`src/rtl/game_classic_ctrl.sv`:
```
// game_classic_ctrl - classic-mode round sequencer.
//
// Tracks player HP from tank-death events, grants a short invulnerability
// window after each hit, optionally awards bonus HP at score milestones,
// and drives the HP LED bar, score display and game-over flag.
//
// Optional feature macro: GAME_CLASSIC_BONUS_HP_EN
//   defined   -> milestone bonus HP at 1x/2x/3x BONUS_STEP
//   undefined -> no bonus logic; HP never rises within a round
//
// Ports:
//   clk                 system clock
//   rst_n               synchronous active-low reset
//   enable_game_classic level, high while classic mode is selected
//   mytank_state        1 = player tank alive; a 1->0 fall is a hit
//   scorea..scored      per-enemy kill counts (5b each)
//   hp_value            current HP
//   seg_classic         summed score, zero-extended
//   led_classic         HP bar, filled from bit 15 downward
//   gameover_classic    high while in OVER
//   game_state          IDLE=0, PLAY=1, INVULN=2, OVER=3
module game_classic_ctrl #(
  parameter int unsigned HP_INIT       = 8,
  parameter int unsigned HP_MAX        = 8,
  parameter int unsigned INVULN_CYCLES = 50_000_000,
  parameter int unsigned BONUS_STEP    = 10
) (
  input  logic        clk,
  input  logic        rst_n,
  input  logic        enable_game_classic,
  input  logic        mytank_state,
  input  logic [4:0]  scorea,
  input  logic [4:0]  scoreb,
  input  logic [4:0]  scorec,
  input  logic [4:0]  scored,
  output logic [3:0]  hp_value,
  output logic [15:0] seg_classic,
  output logic [15:0] led_classic,
  output logic        gameover_classic,
  output logic [1:0]  game_state
);

  if (HP_INIT < 1 || HP_INIT > HP_MAX || HP_MAX > 15 ||
      INVULN_CYCLES < 1 || BONUS_STEP < 1) begin : g_param_check
    $error("game_classic_ctrl: illegal parameter set");
  end

  typedef enum logic [1:0] {
    IDLE   = 2'd0,
    PLAY   = 2'd1,
    INVULN = 2'd2,
    OVER   = 2'd3
  } state_t;

  state_t      state, state_nx;
  logic [3:0]  hp, hp_nx;
  logic [6:0]  score_sum;
  logic        mytank_d;
  logic        hit;
  logic [31:0] inv_cnt, inv_nx;
  logic        apply_bonus;
  logic        award;

  function automatic logic [3:0] sat_inc(input logic [3:0] h);
    return (h >= 4'(HP_MAX)) ? h : h + 4'd1;
  endfunction

  assign hit = mytank_d & ~mytank_state;

`ifdef GAME_CLASSIC_BONUS_HP_EN
  logic [2:0] bonus_done, bonus_nx, pending, grant;

  assign pending[0] = ({25'b0, score_sum} >= BONUS_STEP)      && !bonus_done[0];
  assign pending[1] = ({25'b0, score_sum} >= 2 * BONUS_STEP)  && !bonus_done[1];
  assign pending[2] = ({25'b0, score_sum} >= 3 * BONUS_STEP)  && !bonus_done[2];
  // Isolate the lowest pending milestone: one award per cycle.
  assign grant = pending & (~pending + 3'd1);
  assign award = |pending;
`else
  assign award = 1'b0;
`endif

  always_comb begin
    state_nx    = state;
    hp_nx       = hp;
    inv_nx      = inv_cnt;
    apply_bonus = 1'b0;
`ifdef GAME_CLASSIC_BONUS_HP_EN
    bonus_nx    = bonus_done;
`endif
    case (state)
      IDLE: begin
        hp_nx  = 4'(HP_INIT);
        inv_nx = '0;
`ifdef GAME_CLASSIC_BONUS_HP_EN
        bonus_nx = '0;
`endif
        state_nx = PLAY;
      end
      PLAY: begin
        if (hit && hp == 4'd1) begin
          // A fatal hit blocks any same-cycle award and leaves it pending.
          hp_nx    = '0;
          state_nx = OVER;
        end else if (hit) begin
          hp_nx       = hp - 4'd1;
          inv_nx      = 32'(INVULN_CYCLES - 1);
          state_nx    = INVULN;
          apply_bonus = 1'b1;
        end else begin
          apply_bonus = 1'b1;
        end
      end
      INVULN: begin
        if (inv_cnt == '0) state_nx = PLAY;
        else               inv_nx   = inv_cnt - 32'd1;
        apply_bonus = 1'b1;
      end
      default: ;
    endcase

    // Applied on top of any hit decrement, so hit+bonus nets to no change.
    if (apply_bonus && award) begin
      hp_nx = sat_inc(hp_nx);
`ifdef GAME_CLASSIC_BONUS_HP_EN
      bonus_nx = bonus_done | grant;
`endif
    end

    // Dropping out of classic mode restarts the round immediately.
    if (!enable_game_classic) begin
      state_nx = IDLE;
      hp_nx    = 4'(HP_INIT);
      inv_nx   = '0;
`ifdef GAME_CLASSIC_BONUS_HP_EN
      bonus_nx = '0;
`endif
    end
  end

  always_ff @(posedge clk) begin
    if (!rst_n) begin
      state     <= IDLE;
      hp        <= 4'(HP_INIT);
      score_sum <= '0;
      mytank_d  <= 1'b1;
      inv_cnt   <= '0;
`ifdef GAME_CLASSIC_BONUS_HP_EN
      bonus_done <= '0;
`endif
    end else begin
      state     <= state_nx;
      hp        <= hp_nx;
      score_sum <= {2'b0, scorea} + {2'b0, scoreb} + {2'b0, scorec} + {2'b0, scored};
      mytank_d  <= mytank_state;
      inv_cnt   <= inv_nx;
`ifdef GAME_CLASSIC_BONUS_HP_EN
      bonus_done <= bonus_nx;
`endif
    end
  end

  assign hp_value         = hp;
  assign seg_classic      = {9'b0, score_sum};
  assign led_classic      = ~(16'hFFFF >> hp);
  assign gameover_classic = (state == OVER);
  assign game_state       = state;

endmodule
```
`config.mk`:
```
export PLATFORM = sky130hd
export DESIGN_NAME = game_classic_ctrl
export DESIGN_NICKNAME = d
export VERILOG_FILES = /design/src/rtl/game_classic_ctrl.sv
export SDC_FILE = /design/constraint.sdc
export NUM_CORES = 1
export LEC_CHECK = 0
export CORE_MARGIN = 4
export CORE_UTILIZATION = 30
export DETAILED_ROUTE_END_ITERATION = 8
export PLACE_DENSITY = 0.53
export REMOVE_ABC_BUFFERS = 1
export SYNTH_ARGS = -nofsm -noshare
export SYNTH_HDL_FRONTEND = slang
export SYNTH_SLANG_ARGS = --single-unit
```
`constraint.sdc`:
```
create_clock -name clk -period 4.3 [get_ports clk]
set_input_delay 1.29 -clock clk [delete_from_list [all_inputs] [get_ports clk]]
set_output_delay 1.29 -clock clk [all_outputs]
set_load 0.01 [all_outputs]
```
==> impl_metrics.env, run 1 <==
export IMPL_comb_power_share=0.294
export IMPL_cts_root_buf="clkbuf_8"
export IMPL_synth_flop_cell="dfxtp_1"
export IMPL_port_buffers=52
export IMPL_area_growth_synth_to_final_pct=21.1
export IMPL_r2r_slack_ns=1.33
export IMPL_fin_cells=575
export IMPL_yosysWarnings=0
export IMPL_rsz0062_at_grt="no"
export IMPL_cp_arrival_ns=3.98
export IMPL_first_pass_iters=4
export IMPL_tns_ns=0
export IMPL_max_freq_ghz=0.264
export IMPL_cp_required_ns=4.49
export IMPL_grt_overflow_total=0
export IMPL_ys_ff_latch=46
export IMPL_via_per_inst=5.38
export IMPL_clk_pin_slew_ns=0.10
export IMPL_seq_power_share=0.434
export IMPL_p_leak_nw=1.54
export IMPL_ant_nets=0
export IMPL_yosysSeqAreaShare=0.283
export IMPL_postCtsResizedCells=0
export IMPL_path_cells="clkdlybuf4s50_1 -> inv_1 -> fa_1 -> inv_1 -> fa_1 -> ha_1 -> inv_1 -> fa_1 -> inv_1 -> a21o_1 -> a21oi_1 -> xnor2_1 -> and2_1"
export IMPL_wire_per_inst_um=15.3
export IMPL_worst_pin_slew_ns=0.972
export IMPL_p_total_mw=1.06
export IMPL_drive_gt1_frac=0.0706
export IMPL_grt_max_degree=26
export IMPL_yosysUniqueCellTypes=56
export IMPL_fin_crit_sh=0.880
export IMPL_hold_viol_final=0
export IMPL_worst_setup_path_start_kind="input pin"
export IMPL_clock_path_buffers=2
export IMPL_skew_ns=0.0103
export IMPL_gr_usage_all_layers=0.139
export IMPL_synth_area_mm2=0.00326
export IMPL_slew_viol_final=0
export IMPL_cp_max_fo=2
export IMPL_maxCapViolations=0
export IMPL_p_int_mw=0.727
export IMPL_p_sw_frac=0.313
export IMPL_endpoint_kind="flip-flop"
export IMPL_switchingPower_mw=0.331
export IMPL_dpl_hpwl_um=6150
export IMPL_htree_levels=2
export IMPL_drc=0
export IMPL_gp_congestion=0.815
export IMPL_share_clk_of_total_power=0.272
export IMPL_synthArstFlopShare=0
export IMPL_core_mm2=0.0105
export IMPL_synth_edf_count=0
export IMPL_cpMostUsedCell="inv_1"
export IMPL_fp_row_count=37
export IMPL_die_y_um=112
export IMPL_path_class="input pin to flip-flop"
export IMPL_syn_area_per_cell_um2=8.12
export IMPL_period_needed_ns=3.79
export IMPL_setup_viol=0
export IMPL_synth_cells=401
export IMPL_antenna_cells=0
export IMPL_outcome="finished, final reports clean"
export IMPL_final_nets=488
export IMPL_crit_slowest_cell="fa_1"
export IMPL_grt_first_pass_wirelength_um=14800
export IMPL_peakVddDrop_uv=167
export IMPL_dieArea_mm2=0.0126
export IMPL_numCtsBuffers=5
export IMPL_drt_total_wl_um=8810
export IMPL_cts_hold_buf=0
export IMPL_hp_class="flip-flop to flip-flop"
export IMPL_io_pin_count=63
export IMPL_cts_sinks=46
export IMPL_clk_latency_ns=0.30
export IMPL_p_per_area_mw_per_mm2=268
export IMPL_die_w_um=112
export IMPL_num_vias=3093
export IMPL_grt_antenna_before_repair=0
export IMPL_cts_tree="done"
export IMPL_post_cts_buffers=0
export IMPL_post_place_cells=567
export IMPL_initial_core_util=0.311
export IMPL_max_slew_margin=0.352
export IMPL_grt_pass1_vias=2989
export IMPL_critical_path_max_stage_delay_ns=0.52
export IMPL_drt_iter0_drc=159
final timing paths:
| kind | start | end | cells past startpoint |
|---|---|---|---|
| worst min-delay path | inv_cnt[24]$_SDFFE_PN0P_ | inv_cnt[24]$_SDFFE_PN0P_ | 2 |
| worst max register to register | inv_cnt[12]$_SDFFE_PN0P_ | inv_cnt[23]$_SDFFE_PN0P_ | 6 |
| worst max-delay path | scorea[1] | score_sum[5]$_SDFF_PN0_ | 13 |
| worst min register to register | inv_cnt[24]$_SDFFE_PN0P_ | inv_cnt[24]$_SDFFE_PN0P_ | 2 |
placed cells by master (no fill, tap or decap), types with 10 or more instances in the layout:
master,n
a21oi_1,30
a31oi_1,14
and2_1,10
buf_4,11
clkdlybuf4s50_1,52
conb_1,10
dfxtp_1,46
fa_1,10
ha_1,16
inv_1,38
nand2_1,12
nor2_1,23
nor3_1,14
o21ai_0,23
o311ai_0,18
power by group through the flow:
stage / registers (mW) / clock network [mW] / logic (mW)
6_report: 0.459 / 0.288 / 0.311
5_1_grt: 0.462 / 0.311 / 0.353
4_1_cts: 0.460 / 0.297 / 0.316
3_5_place_dp: 0.469 / 0 / 0.314
3_3_place_gp: 0.470 / 0 / 0.311
2_1_floorplan: 0.478 / 0 / 0.179
metrics by stage:
| stage | utilization | hold slack [ns] | instance area (um2) | setup WS, ns |
|---|---|---|---|---|
| 3_5_place_dp | 0.368 | 0.492 | 3850 | 0.169 |
| 4_1_cts | 0.377 | 0.504 | 3940 | 0.496 |
| 2_1_floorplan | - | 0.456 | 3080 | 0.742 |
| 6_report | 0.377 | 0.502 | 3940 | 0.514 |
| 3_3_place_gp | 0.368 | 0.479 | 3850 | 0.194 |
| 5_1_grt | 0.377 | 0.528 | 3940 | 0.365 |
cells in the mapped netlist (all sizes together) (4+ instances only):
library cell | n | area (um2)
a21o | 4 | 30.0
a21oi | 30 | 150
a31oi | 14 | 87.6
and2 | 10 | 62.6
buf | 19 | 126
clkbuf | 23 | 87.6
dfxtp | 46 | 921
fa | 10 | 200
ha | 16 | 200
inv | 38 | 143
nand2 | 12 | 45.0
nand2b | 5 | 31.3
nand3 | 7 | 35.0
nand4 | 9 | 62.6
nor2 | 23 | 86.3
nor2b | 6 | 37.5
nor3 | 14 | 70.1
nor4 | 6 | 50.0
o21a | 7 | 52.6
o21ai | 23 | 115
o311ai | 18 | 158
o31ai | 9 | 67.6
or3 | 5 | 36.3
or4 | 7 | 56.3
worst max-delay path, delay by kind of cell:
family / cells / cell delay, ns
AOI/OAI and AO/OA: 2 / 0.17
xor gates and xnor gates: 1 / 0.12
adders and majority gates: 4 / 1.58
buffers and inverters: 5 / 0.67
and+or+nand+nor: 1 / 0.15
sequential cells by signal, indices dropped and copies added, names as in the netlist:
name        count
game_state      2
hp_value        4
inv_cnt        32
mytank_d        1
score_sum       7
layer usage:
metal	global-route usage	vias up	wire length, um
li1	-	1515	-
met1	0.186	1487	4200
met2	0.233	78	4110
met3	0.0210	13	369
met4	0.0377	0	138
met5	0	-	0
layout make-up:
class	instances	area (um2)
flip-flops and latches	46	921
inverters	38	143
clock inverters	2	12.5
repair buffers	63	603
multi-input cells	284	2010
clock buffers	6	82.6
well taps	136	170
fillers	1129	6520
logic make-up after synthesis:
logic type,after synthesis,synth area share
buf+inv,80,0.110
xor+xnor,3,0.00807
fa+ha+maj,26,0.123
compound gates,127,0.263
mux,2,0.00769
simple gates,116,0.205
other cells,1,0.00115
flops,46,0.283
Power figures use the tool's default switching activity.
==> run 2, diff against run 1 <==
--- a/config.mk
+++ b/config.mk
@@ -6,9 +6,9 @@
 export NUM_CORES = 1
 export LEC_CHECK = 0
 export CORE_MARGIN = 4
-export CORE_UTILIZATION = 30
+export CORE_UTILIZATION = 35
 export DETAILED_ROUTE_END_ITERATION = 8
-export PLACE_DENSITY = 0.53
+export PLACE_DENSITY = 0.6
 export REMOVE_ABC_BUFFERS = 1
 export SYNTH_ARGS = -nofsm -noshare
 export SYNTH_HDL_FRONTEND = slang
==> constraint.sdc (replaced) <==
create_clock -name clk -period 4.9 [get_ports clk]
set_input_delay 1.47 -clock clk [delete_from_list [all_inputs] [get_ports clk]]
set_output_delay 1.47 -clock clk [all_outputs]
set_load 0.01 [all_outputs]
==> run 2 against run 1 <==
Compared with the run above:
- global-route usage rose by 1.6 points
- first-iteration DRC count rose by 5.0%
- wire length down 4.6%
- clock skew up 0.0021 ns
- design area about the same
- hold slack got worse by 0.010 ns
- register-to-register slack better by 0.66 ns
- via count down 1.0%
- sequential cell count unchanged
- critical path type unchanged
- die area down 13%
- largest power group unchanged
==> impl_metrics.env, run 2 (synthesized netlist as in run 1, its figures left out) <==
export IMPL_port_buffers=52
export IMPL_io_pin_count=63
export IMPL_final_nets=486
export IMPL_antenna_cells=0
export IMPL_tns_ns=0
export IMPL_max_slew_margin=0.356
export IMPL_largest_register="inv_cnt"
export IMPL_num_vias=3062
export IMPL_fin_crit_sh=0.814
export IMPL_post_cts_buffers=0
export IMPL_grt_first_pass_wirelength_um=14300
export IMPL_path_class="input pin to flip-flop"
export IMPL_setup_ws_ns=0.911
export IMPL_grt_max_degree=32
export IMPL_cts_sinks=46
export IMPL_p_per_area_mw_per_mm2=261
export IMPL_drc=0
export IMPL_dpl_hpwl_um=5810
export IMPL_drive_gt1_frac=0.0664
export IMPL_worst_pin_slew_ns=0.966
export IMPL_endpoint_kind="flip-flop"
export IMPL_dp_worst_setup_slack_ns=0.581
export IMPL_worst_setup_path_start_kind="input pin"
export IMPL_core_mm2=0.00889
export IMPL_max_freq_ghz=0.251
export IMPL_fillCellCount=887
export IMPL_p_total_mw=1.03
export IMPL_maxCapViolations=0
export IMPL_clk_pin_slew_ns=0.10
export IMPL_layout_commonest_cell="clkdlybuf4s50_1"
export IMPL_grt_overflow_total=0
export IMPL_fp_row_count=34
export IMPL_hold_slack_ns=0.492
export IMPL_via_per_inst=5.62
export IMPL_cp_arrival_ns=4.19
export IMPL_peakVddDrop_uv=135
export IMPL_grt_pass1_vias=2971
export IMPL_layout_common_cells="clkdlybuf4s50_1, dfxtp_1, inv_1"
export IMPL_hp_class="flip-flop to flip-flop"
export IMPL_slew_viol_final=0
export IMPL_dieArea_mm2=0.0109
export IMPL_period_needed_ns=3.99
export IMPL_htree_levels=2
export IMPL_drt_iter0_drc=167
export IMPL_drt_total_wl_um=8410
export IMPL_clk_latency_ns=0.30
export IMPL_die_w_um=104
export IMPL_setup_viol=0
export IMPL_cp_max_fo=2
export IMPL_gp_congestion=0.794
export IMPL_clock_path_buffers=2
export IMPL_numCtsBuffers=5
export IMPL_gr_usage_all_layers=0.155
export IMPL_cts_hold_buf=0
export IMPL_grt_antenna_before_repair=0
export IMPL_cp_required_ns=5.10
export IMPL_seq_area_um2=921
export IMPL_hold_viol_final=0
export IMPL_cts_tree="done"
export IMPL_cts_root_buf="clkbuf_8"
export IMPL_p_leak_nw=1.56
export IMPL_initial_core_util=0.366
export IMPL_area_growth_synth_to_final_pct=21.1
export IMPL_outcome="finished, final reports clean"
export IMPL_first_pass_iters=4
export IMPL_multiInputGateArea_mm2=0.00201
export IMPL_largest_reg_flops=32
export IMPL_postCtsResizedCells=0
export IMPL_ant_nets=0
export IMPL_die_y_um=104
export IMPL_skew_ns=0.0124
export IMPL_wire_per_inst_um=15.4
export IMPL_rsz0062_at_grt="no"
## run 2: area by class of cell
| class | count | area share |
|---|---|---|
| Inverter | 38 | 0.0362 |
| Multi-Input combinational cell | 284 | 0.510 |
| Clock inverter | 2 | 0.0152 |
| Tap cell | 108 | 0.0343 |
| Timing Repair Buffer | 61 | 0.149 |
| Sequential cell | 46 | 0.234 |
| Clock buffer | 6 | 0.0210 |
## run 2: routing by layer
layer	GRT usage	vias up	wire length, um
li1	-	1510	-
met1	0.198	1462	3690
met2	0.269	85	4240
met3	0.0230	5	421
met4	0.0437	0	62
met5	0	-	0
## run 2: worst max-delay path: stages
cell and delay, ns:
clkdlybuf4s50_1 0.46, inv_1 0.06, fa_1 0.53, inv_1 0.05, fa_1 0.50, ha_1 0.18, inv_1 0.06, fa_1 0.39
inv_1 0.07, a21o_1 0.10, a21oi_1 0.07, xnor2_1 0.12, and2_1 0.15
## run 2: final timing paths
check	startpoint	endpoint	slack [ns]	cells past startpoint
max	scorea[1]	score_sum[5]$_SDFF_PN0_	0.91	13
min	inv_cnt[24]$_SDFFE_PN0P_	inv_cnt[24]$_SDFFE_PN0P_	0.49	2
max reg2reg	inv_cnt[12]$_SDFFE_PN0P_	inv_cnt[23]$_SDFFE_PN0P_	1.99	7
min reg2reg	inv_cnt[24]$_SDFFE_PN0P_	inv_cnt[24]$_SDFFE_PN0P_	0.49	2
## run 2: power breakdown
group	internal [mW]	switching [mW]	total [mW]
Sequential	0.394	0.00982	0.404
Combinational	0.130	0.141	0.271
Clock	0.218	0.138	0.356
Total	0.742	0.289	1.03
## run 2: stage by stage
step                      area, um2   util  std cells
after floorplan                3080      -        368
after global placement         3800  0.427        537
after detailed placement       3800  0.427        537
after CTS                      3940  0.443        545
after global routing           3940  0.443        545
final                          3940  0.443        545
==> run 3, diff against run 2 <==
--- a/config.mk
+++ b/config.mk
@@ -8,7 +8,7 @@
 export CORE_MARGIN = 4
 export CORE_UTILIZATION = 35
 export DETAILED_ROUTE_END_ITERATION = 8
-export PLACE_DENSITY = 0.6
+export PLACE_DENSITY = 0.62
 export REMOVE_ABC_BUFFERS = 1
 export SYNTH_ARGS = -nofsm -noshare
 export SYNTH_HDL_FRONTEND = slang
==> constraint.sdc (replaced) <==
create_clock -name clk -period 3.5 [get_ports clk]
set_input_delay 1.05 -clock clk [delete_from_list [all_inputs] [get_ports clk]]
set_output_delay 1.05 -clock clk [all_outputs]
set_load 0.01 [all_outputs]
==> run 3 against run 2 <==
Compared with the run above:
- register-to-register slack worse by 1.3 ns
- first-iteration DRC count up 62%
- hold slack better by 0.0099 ns
- sequential share of layout area down 0.089 points
- via count unchanged
- wire length about the same
- sequential power up 40%
- largest cell class unchanged
==> impl_metrics.env, run 3 (synthesized netlist as in run 1, its figures left out) <==
export IMPL_maxCapViolations=0
export IMPL_r2r_slack_ns=0.67
export IMPL_skew_ns=0.00729
export IMPL_r2r_end="inv_cnt[2]$_SDFFE_PN0P_"
export IMPL_multiInputGateArea_mm2=0.00203
export IMPL_via_per_inst=5.57
export IMPL_p_leak_nw=1.58
export IMPL_post_place_cells=544
export IMPL_hold_path_startpoint="inv_cnt[28]$_SDFFE_PN0P_"
export IMPL_ant_nets=0
export IMPL_layout_commonest_cell="clkdlybuf4s50_1"
export IMPL_numCtsBuffers=5
export IMPL_io_pin_count=63
export IMPL_wire_per_inst_um=15.3
export IMPL_p_int_mw=0.905
export IMPL_clock_path_buffers=2
export IMPL_max_freq_ghz=0.294
export IMPL_core_mm2=0.00889
export IMPL_largest_register="inv_cnt"
export IMPL_max_slew_margin=0.384
export IMPL_clk_latency_ns=0.30
export IMPL_first_pass_iters=5
export IMPL_worst_setup_path_start_kind="input pin"
export IMPL_htree_levels=2
export IMPL_slew_viol_final=0
export IMPL_grt_antenna_before_repair=0
export IMPL_seq_area_um2=921
export IMPL_dieArea_mm2=0.0109
export IMPL_share_clk_of_total_power=0.253
export IMPL_gp_congestion=0.818
export IMPL_comb_power_share=0.314
export IMPL_grt_first_pass_wirelength_um=14000
export IMPL_drt_iter0_drc=271
export IMPL_port_buffers=52
export IMPL_dpl_hpwl_um=5930
export IMPL_fp_row_count=34
export IMPL_endpoint_kind="flip-flop"
export IMPL_num_vias=3062
export IMPL_cp_arrival_ns=3.59
export IMPL_worst_pin_slew_ns=0.925
export IMPL_cts_sinks=46
export IMPL_cts_tree="done"
export IMPL_drt_total_wl_um=8400
export IMPL_period_needed_ns=3.40
export IMPL_die_w_um=104
export IMPL_outcome="finished, final reports clean"
export IMPL_grt_max_degree=26
export IMPL_fin_crit_sh=0.971
export IMPL_antenna_cells=0
export IMPL_setup_ws_ns=0.103
export IMPL_gr_usage_all_layers=0.153
export IMPL_seq_power_share=0.433
export IMPL_layout_common_cells="clkdlybuf4s50_1, dfxtp_1, inv_1"
export IMPL_clk_pin_slew_ns=0.08
export IMPL_die_y_um=104
export IMPL_fin_cells=550
export IMPL_drive_gt1_frac=0.102
export IMPL_drc=0
export IMPL_hp_class="flip-flop to flip-flop"
export IMPL_cts_hold_buf=0
export IMPL_area_growth_synth_to_final_pct=21.5
export IMPL_cp_required_ns=3.69
export IMPL_setup_viol=0
export IMPL_initial_core_util=0.366
export IMPL_rsz0062_at_grt="no"
export IMPL_cp_max_fo=2
export IMPL_grt_pass1_vias=2933
export IMPL_dp_worst_setup_slack_ns=-0.408
export IMPL_reg2reg_from="inv_cnt[12]$_SDFFE_PN0P_"
export IMPL_peakVddDrop_uv=206
export IMPL_p_sw_frac=0.306
export IMPL_p_total_mw=1.30
export IMPL_grt_overflow_total=0
export IMPL_hold_end="inv_cnt[28]$_SDFFE_PN0P_"
export IMPL_cts_root_buf="clkbuf_8"
export IMPL_hold_viol_final=0
export IMPL_fillCellCount=844
export IMPL_largest_reg_flops=32
export IMPL_final_nets=493
export IMPL_p_per_area_mw_per_mm2=330
export IMPL_reg2reg_depth=5
export IMPL_path_class="input pin to flip-flop"
export IMPL_whs_path_depth=2
export IMPL_switchingPower_mw=0.399
-- run 3: changes by cell type in the layout (fill, tap and decap cells not counted), sizes merged --
cell	change
dlymetal6s2s	+3
clkdlybuf4s50	-3
bufinv	-2
buf	+7
-- run 3: final cells by class --
class                      instances  share of cell area
clock buffer                       6              0.0209
inverter                          38              0.0361
multi-input combinational        284               0.512
sequential                        46               0.233
tap                              108              0.0342
timing repair buffer              68               0.164
-- run 3: how the worst max path moves through the flow --
| stage | start | end | slack, ns |
|---|---|---|---|
| 2_1_floorplan | scorea[1] | score_sum[5]$_SDFF_PN0_ | 0.18 |
| 5_1_grt | scorec[2] | score_sum[6]$_SDFF_PN0_ | 0.004 |
| 3_3_place_gp | scorea[1] | score_sum[5]$_SDFF_PN0_ | -0.36 |
| 3_5_place_dp | scorea[1] | score_sum[5]$_SDFF_PN0_ | -0.41 |
| 4_1_cts | scorea[1] | score_sum[5]$_SDFF_PN0_ | 0.005 |
| 6_report | scorec[2] | score_sum[6]$_SDFF_PN0_ | 0.10 |
-- run 3: power groups by stage --
| stage | Sequential [mW] | Clock, mW | Combinational [mW] |
|---|---|---|---|
| floorplan | 0.588 | 0 | 0.220 |
| global placement | 0.579 | 0 | 0.389 |
| detailed placement | 0.576 | 0 | 0.395 |
| CTS | 0.566 | 0.342 | 0.400 |
| global route | 0.569 | 0.363 | 0.455 |
| finish | 0.565 | 0.329 | 0.410 |
-- run 3: per-layer routing --
metal,part of all wire,GRT usage
met1,0.46,0.202
met2,0.47,0.251
met3,0.057,0.0211
met4,0.013,0.0589
met5,0,0
-- run 3: stage by stage --
stage,hold slack (ns),setup TNS (ns),utilization,instance area (um2)
detailed placement,0.484,-0.997,0.433,3850
global route,0.520,0,0.445,3960
CTS,0.500,0,0.443,3940
floorplan,0.456,0,-,3080
global placement,0.483,-0.833,0.433,3850
finish,0.502,0,0.445,3960
-- run 3: repair_timing --
item                                    CTS  global route
gates cloned                              0             0
setup buffers                             0             0
pin swaps                                 2            10
endpoints found under the setup margin    1             2
resized for setup                         2            12
-- run 3: worst max-delay path: stages --
cell and delay, ns:
clkdlybuf4s50_1 0.47, inv_2 0.04, fa_1 0.48, fa_1 0.51, inv_1 0.05, ha_1 0.27, a21o_1 0.19, a21oi_2 0.15
nor2b_2 0.06, o21a_1 0.16, o21a_1 0.16
==> RTL edit 1: new RTL, settings of run 1 <==
Reset style: asynchronous (`rst_n`), changed in one clocked block. Comments in the files are not updated.
--- a/src/rtl/game_classic_ctrl.sv
+++ b/src/rtl/game_classic_ctrl.sv
@@ -139,5 +139,5 @@
   end
 
-  always_ff @(posedge clk) begin
+  always_ff @(posedge clk or negedge rst_n) begin
     if (!rst_n) begin
       state     <= IDLE;
Behaviour: differs if rst_n is asserted again (counterexample within 4 cycles, from zero or initial values and one cycle with rst_n low); with rst_n held inactive, the same outputs for 10 cycles.
==> RTL edit 1 against run 1 <==
Area after synthesis grew 5.8%; setup slack gained 84 ps; sequential cell count is the same; routed wire length shrank 4.2%; final area grew 6.4%; critical path depth shrank 1; die area grew 5.4%.
Power is not compared: it rests on default switching activity, and its combinational part moved more than twofold at a synthesized area within 25%.
==> RTL edit 1: results (changes against run 1) <==
[min_path]
holdCritStartpoint = inv_cnt[13]  ; was inv_cnt[24]
hold_depth = 2  ; unchanged
holdPathEnd = inv_cnt[13]  ; was inv_cnt[24]
hold_class = reg -> reg  ; unchanged

[cells_and_area]
num_antenna_cells = 0  ; unchanged
drive_above_1_share = 0.0833  ; was 0.0706
largest-register = inv_cnt  ; unchanged
final_nets = 481  ; was 488
largest_register_ff_count = 32  ; unchanged
fillers = 1121  ; was 1129

[route]
drtIter0Drc = 191  ; was 159
first_pass_iters = 4  ; unchanged
wl_per_cell_um = 14.8  ; was 15.3 um
vias_per_cell = 5.31  ; was 5.38

[sta]
slew_violations = 0  ; unchanged
skew_ps = 4.85  ; was 10.3 ps
holdWs_ps = 519  ; was 502 ps
finalHoldViolations = 0  ; unchanged
worst_pin_slew_ps = 890  ; was 972 ps

[clock_network]
htree_levels = 2  ; unchanged
post_cts_buffers = 0  ; unchanged
clk_latency_ps = 290
cts_root_buf = clkbuf_16  ; was clkbuf_8
clk_path_buf_depth = 2  ; unchanged
cts_made_buffers = 5  ; unchanged
clkTransAtPathRegs_ps = 70  ; was 100 ps
cts_resized = 0  ; unchanged

[synthesis]
synth_area_leaders = dfrtp_1 (32%), fa_1 (5.8%), ha_1 (5.8%)  ; was dfxtp_1 (28%), fa_1 (6.1%), ha_1 (6.1%)
synth_xor_area_frac = 0.00763  ; was 0.00807
synthArstFlopShare = 1.00  ; was 0
synth.mux.area_fraction = 0  ; was 0.00769
synth_fa_ha_area_frac = 0.116  ; was 0.123
ys_warn_count = 0  ; unchanged
synth_cell_types = 52  ; was 56
ys.flop_type = dfrtp_1  ; was dfxtp_1
yosys-top-cells-count = inv_1 (47), dfrtp_1 (44), a21oi_1 (29), nor3_1 (21), ha_1 (16)  ; was dfxtp_1 (46), inv_1 (38), a21oi_1 (30), nor2_1 (23), o21ai_0 (23)
synth_compound_area_frac = 0.213  ; was 0.263
ys_seq_area_frac = 0.335  ; was 0.283

[global_routing]
track_usage = 0.133  ; was 0.139
grt_pass1_wl_mm = 14.4  ; was 14.8 mm
antenna_found_initial = 0  ; unchanged
grt_pass1_vias = 2994  ; was 2989
grt_max_degree = 38  ; was 26

[place]
io_buffer_count = 52  ; unchanged
gp_congestion = 0.806  ; was 0.815
pre_cts_ws_ps = 255  ; was 169 ps
dp_hpwl_mm = 6.11  ; was 6.15 mm

[power_and_ir_drop]
vdd_ir_drop_max_v = 0.000247
p_leak_nw = 1.86
swShare = 0.476

[setup_path]
arrival_ps = 3880  ; was 3980 ps
reg2reg_to = inv_cnt[17]  ; was inv_cnt[23]
rrSetupSlack_ps = 1570  ; was 1330 ps
cpPeakStageDelay_ps = 520  ; about the same
crit_slowest_cell = fa_1  ; unchanged
ff2ff_path_depth = 9  ; was 6
r2r-start = game_state[1]  ; was inv_cnt[12]

[status]
status = finished clean  ; unchanged

-- RTL edit 1: how the worst max path moves through the flow --
stage                               to      start  slack [ps]  depth (start not counted)
after floorplan           score_sum[5]  scorea[1]         860                         11
after global placement    score_sum[6]  scorea[2]         310                         11
after detailed placement  score_sum[6]  scorea[2]         260                         11
after CTS                 score_sum[6]  scorea[2]         570                         11
after global routing      score_sum[5]  scorea[1]         440                         12
final                     score_sum[5]  scorea[1]         600                         12
-- RTL edit 1: area by class of cell --
type	instances	area, um^2	area share
sequential	46	1150	0.275
clock inverter	3	40.0	0.00954
inverter	47	176	0.0421
tap	140	175	0.0418
timing repair buffer	61	583	0.139
multi-input combinational	270	1940	0.463
clock buffer	5	125	0.0298
-- RTL edit 1: power by group through the flow --
stage / sequential, mW / clock, mW / combinational, mW
CTS: 0.698 / 0.455 / 2.00
global route: 0.723 / 0.474 / 2.24
global placement: 0.705 / 0 / 1.97
finish: 0.698 / 0.442 / 1.99
detailed placement: 0.704 / 0 / 1.99
floorplan: 0.698 / 0 / 1.37
-- RTL edit 1: per-stage QoR --
stage	instances	power, mW	instance area (um^2)
floorplan	363	2.07	3270
global placement	564	2.67	4030
finish	572	3.13	4200
global route	572	3.44	4200
CTS	572	3.16	4200
detailed placement	564	2.70	4030
-- RTL edit 1: metal layers --
metal / vias up / GRT usage / wire [um]
met4: 0 / 0.0407 / 77
met2: 86 / 0.218 / 4010
met3: 6 / 0.0258 / 535
met1: 1458 / 0.177 / 3830
met5: - / 0 / 0
li1: 1490 / - / -
-- RTL edit 1: cell families (layout without fill, tap and decap cells) --
group,count (synthesis),after routing
AO/OA/AOI/OAI,111,111
XOR/XNOR,3,3
adder cells (fa/ha/maj),26,26
buffers and inverters,80,116
flip-flops,46,46
other,1,10
AND/OR/NAND/NOR,120,120
-- RTL edit 1: critical path: cells and delay by family --
family | cells | cell delay [ps]
compound gates | 2 | 170
xor+xnor | 1 | 120
buf+inv | 5 | 690
fa+ha+maj | 4 | 1590
==> RTL edit 2: new RTL, settings of run 1 <==
Without the edit above. Add a define of `GAME_CLASSIC_BONUS_HP_EN`.
--- a/src/rtl/game_classic_ctrl.sv
+++ b/src/rtl/game_classic_ctrl.sv
@@ -20,4 +20,6 @@
 //   gameover_classic    high while in OVER
 //   game_state          IDLE=0, PLAY=1, INVULN=2, OVER=3
+`define GAME_CLASSIC_BONUS_HP_EN
+
 module game_classic_ctrl #(
   parameter int unsigned HP_INIT       = 8,
Formal check against the unedited RTL: not equivalent (a bounded check fails within 4 cycles, from zero or initial values and one cycle with rst_n low).
==> RTL edit 2 against run 1 <==
Sequential cell count rose by 3; critical path depth fell by 2; area after synthesis rose by 6.2%; power rose by 17%; final area rose by 6.6%; routed wire length rose by 1.6%; first-iteration DRC count rose by 7.5%; core utilization rose by 0.27 points; setup slack got worse by 51 ps; critical path type unchanged; largest power group unchanged.
==> RTL edit 2: results (changes against run 1) <==
[status]
status = finished clean  ; unchanged

[synthesis]
ys_seq_area_frac = 0.284  ; was 0.283
synth_top_family_by_area = compound AO/OA/AOI/OAI gates  ; unchanged
syn_avg_cell_area_um2 = 7.87  ; was 8.12 um^2
synth_fa_ha_area_frac = 0.127  ; was 0.123
yosys-top-cells-count = dfxtp_1 (49), inv_1 (46), a21oi_1 (45), nor2_1 (29), o21ai_0 (24)  ; was dfxtp_1 (46), inv_1 (38), a21oi_1 (30), nor2_1 (23), o21ai_0 (23)
ys_warn_count = 0  ; unchanged
synth_compound_area_frac = 0.239  ; was 0.263
synth.mux.area_fraction = 0  ; was 0.00769
synth_cell_types = 60  ; was 56
synth_area_leaders = dfxtp_1 (28%), ha_1 (6.9%), a21oi_1 (6.5%)  ; was dfxtp_1 (28%), fa_1 (6.1%), ha_1 (6.1%)
synth_xor_area_frac = 0.0152  ; was 0.00807

[sta]
slew_headroom = 0.415  ; was 0.352
finalWorstSetupSlack_ps = 463  ; was 514 ps
holdWs_ps = 485  ; was 502 ps
skew_ps = 12.5  ; was 10.3 ps

[global_routing]
grt_max_degree = 31  ; was 26
antenna_found_initial = 0  ; unchanged
track_usage = 0.141  ; was 0.139
grt_pass1_wl_mm = 15.4  ; was 14.8 mm

[place]
gp_congestion = 0.816  ; was 0.815
dp_cells = 616  ; was 567
dp_hpwl_mm = 6.74  ; was 6.15 mm
dpl_cell_area_um2 = 4070  ; was 3850 um^2
pre_cts_ws_ps = 165  ; was 169 ps

[min_path]
hold_class = reg -> reg  ; unchanged
hold_depth = 2  ; unchanged
holdPathEnd = inv_cnt[29]  ; was inv_cnt[24]
holdCritStartpoint = inv_cnt[29]  ; was inv_cnt[24]

[setup_path]
cp-startpoint = scorea[1]  ; unchanged
rrSetupSlack_ps = 1560  ; was 1330 ps
ff2ff_path_depth = 8  ; was 6
worst-path-max-fanout = 2  ; unchanged
arrival_ps = 4010  ; was 3980 ps
reg2reg_to = inv_cnt[10]  ; was inv_cnt[23]
startpoint_type = input pin  ; unchanged
r2r-start = game_state[0]  ; was inv_cnt[12]

[route]
drtIter0Drc = 171  ; was 159
vias_per_cell = 5.18  ; was 5.38
wl_per_cell_um = 14.3  ; was 15.3 um
first_pass_iters = 4  ; unchanged
vias = 3233  ; was 3093

[cells_and_area]
largest-register = inv_cnt  ; unchanged
largest_register_ff_count = 32  ; unchanged
num_antenna_cells = 0  ; unchanged
drive_above_1_share = 0.0579  ; was 0.0706
final_nets = 536  ; was 488

[power_and_ir_drop]
swShare = 0.307  ; was 0.313
power_density_nw_per_um2 = 295  ; was 268 nW/um^2
p_comb_mw = 0.361  ; was 0.311 mW
p_leak_nw = 1.65  ; was 1.54 nW
p_clk_mw = 0.382  ; was 0.288 mW
vdd_ir_drop_max_v = 0.000175  ; was 0.000167 V

[clock_network]
cts_root_buf = clkbuf_16  ; was clkbuf_8
clkTransAtPathRegs_ps = 70  ; was 100 ps
htree_levels = 2  ; unchanged
clk_path_buf_depth = 2  ; unchanged
post_cts_buffers = 0  ; unchanged
clk_latency_ps = 290

-- RTL edit 2: changes by cell type after synthesis, moves of 7 or more --
| cell | before | now |
|---|---|---|
| clkbuf_1 | 22 | 14 |
| o22ai_1 | 0 | 8 |
| nand2_1 | 12 | 20 |
| a21oi_1 | 30 | 45 |
| o31ai_1 | 9 | 1 |
| o311ai_0 | 18 | 0 |
| inv_1 | 38 | 46 |
| o211ai_1 | 2 | 9 |
-- RTL edit 2: routing by layer --
layer / vias up / wire, um / global-route usage
met3: 4 / 487 / 0.0184
met1: 1506 / 3990 / 0.178
met5: - / 0 / 0
met4: 0 / 88 / 0.0415
li1: 1637 / - / -
met2: 86 / 4390 / 0.250
-- RTL edit 2: final cells by class --
| class | count | area [um^2] |
|---|---|---|
| clock inverters | 1 | 7.51 |
| fillers | 1142 | 6870 |
| clock buffers | 7 | 133 |
| flip-flops and latches | 49 | 981 |
| multi-input cells | 322 | 2160 |
| inverters | 46 | 173 |
| repair buffers | 59 | 573 |
| well taps | 140 | 175 |
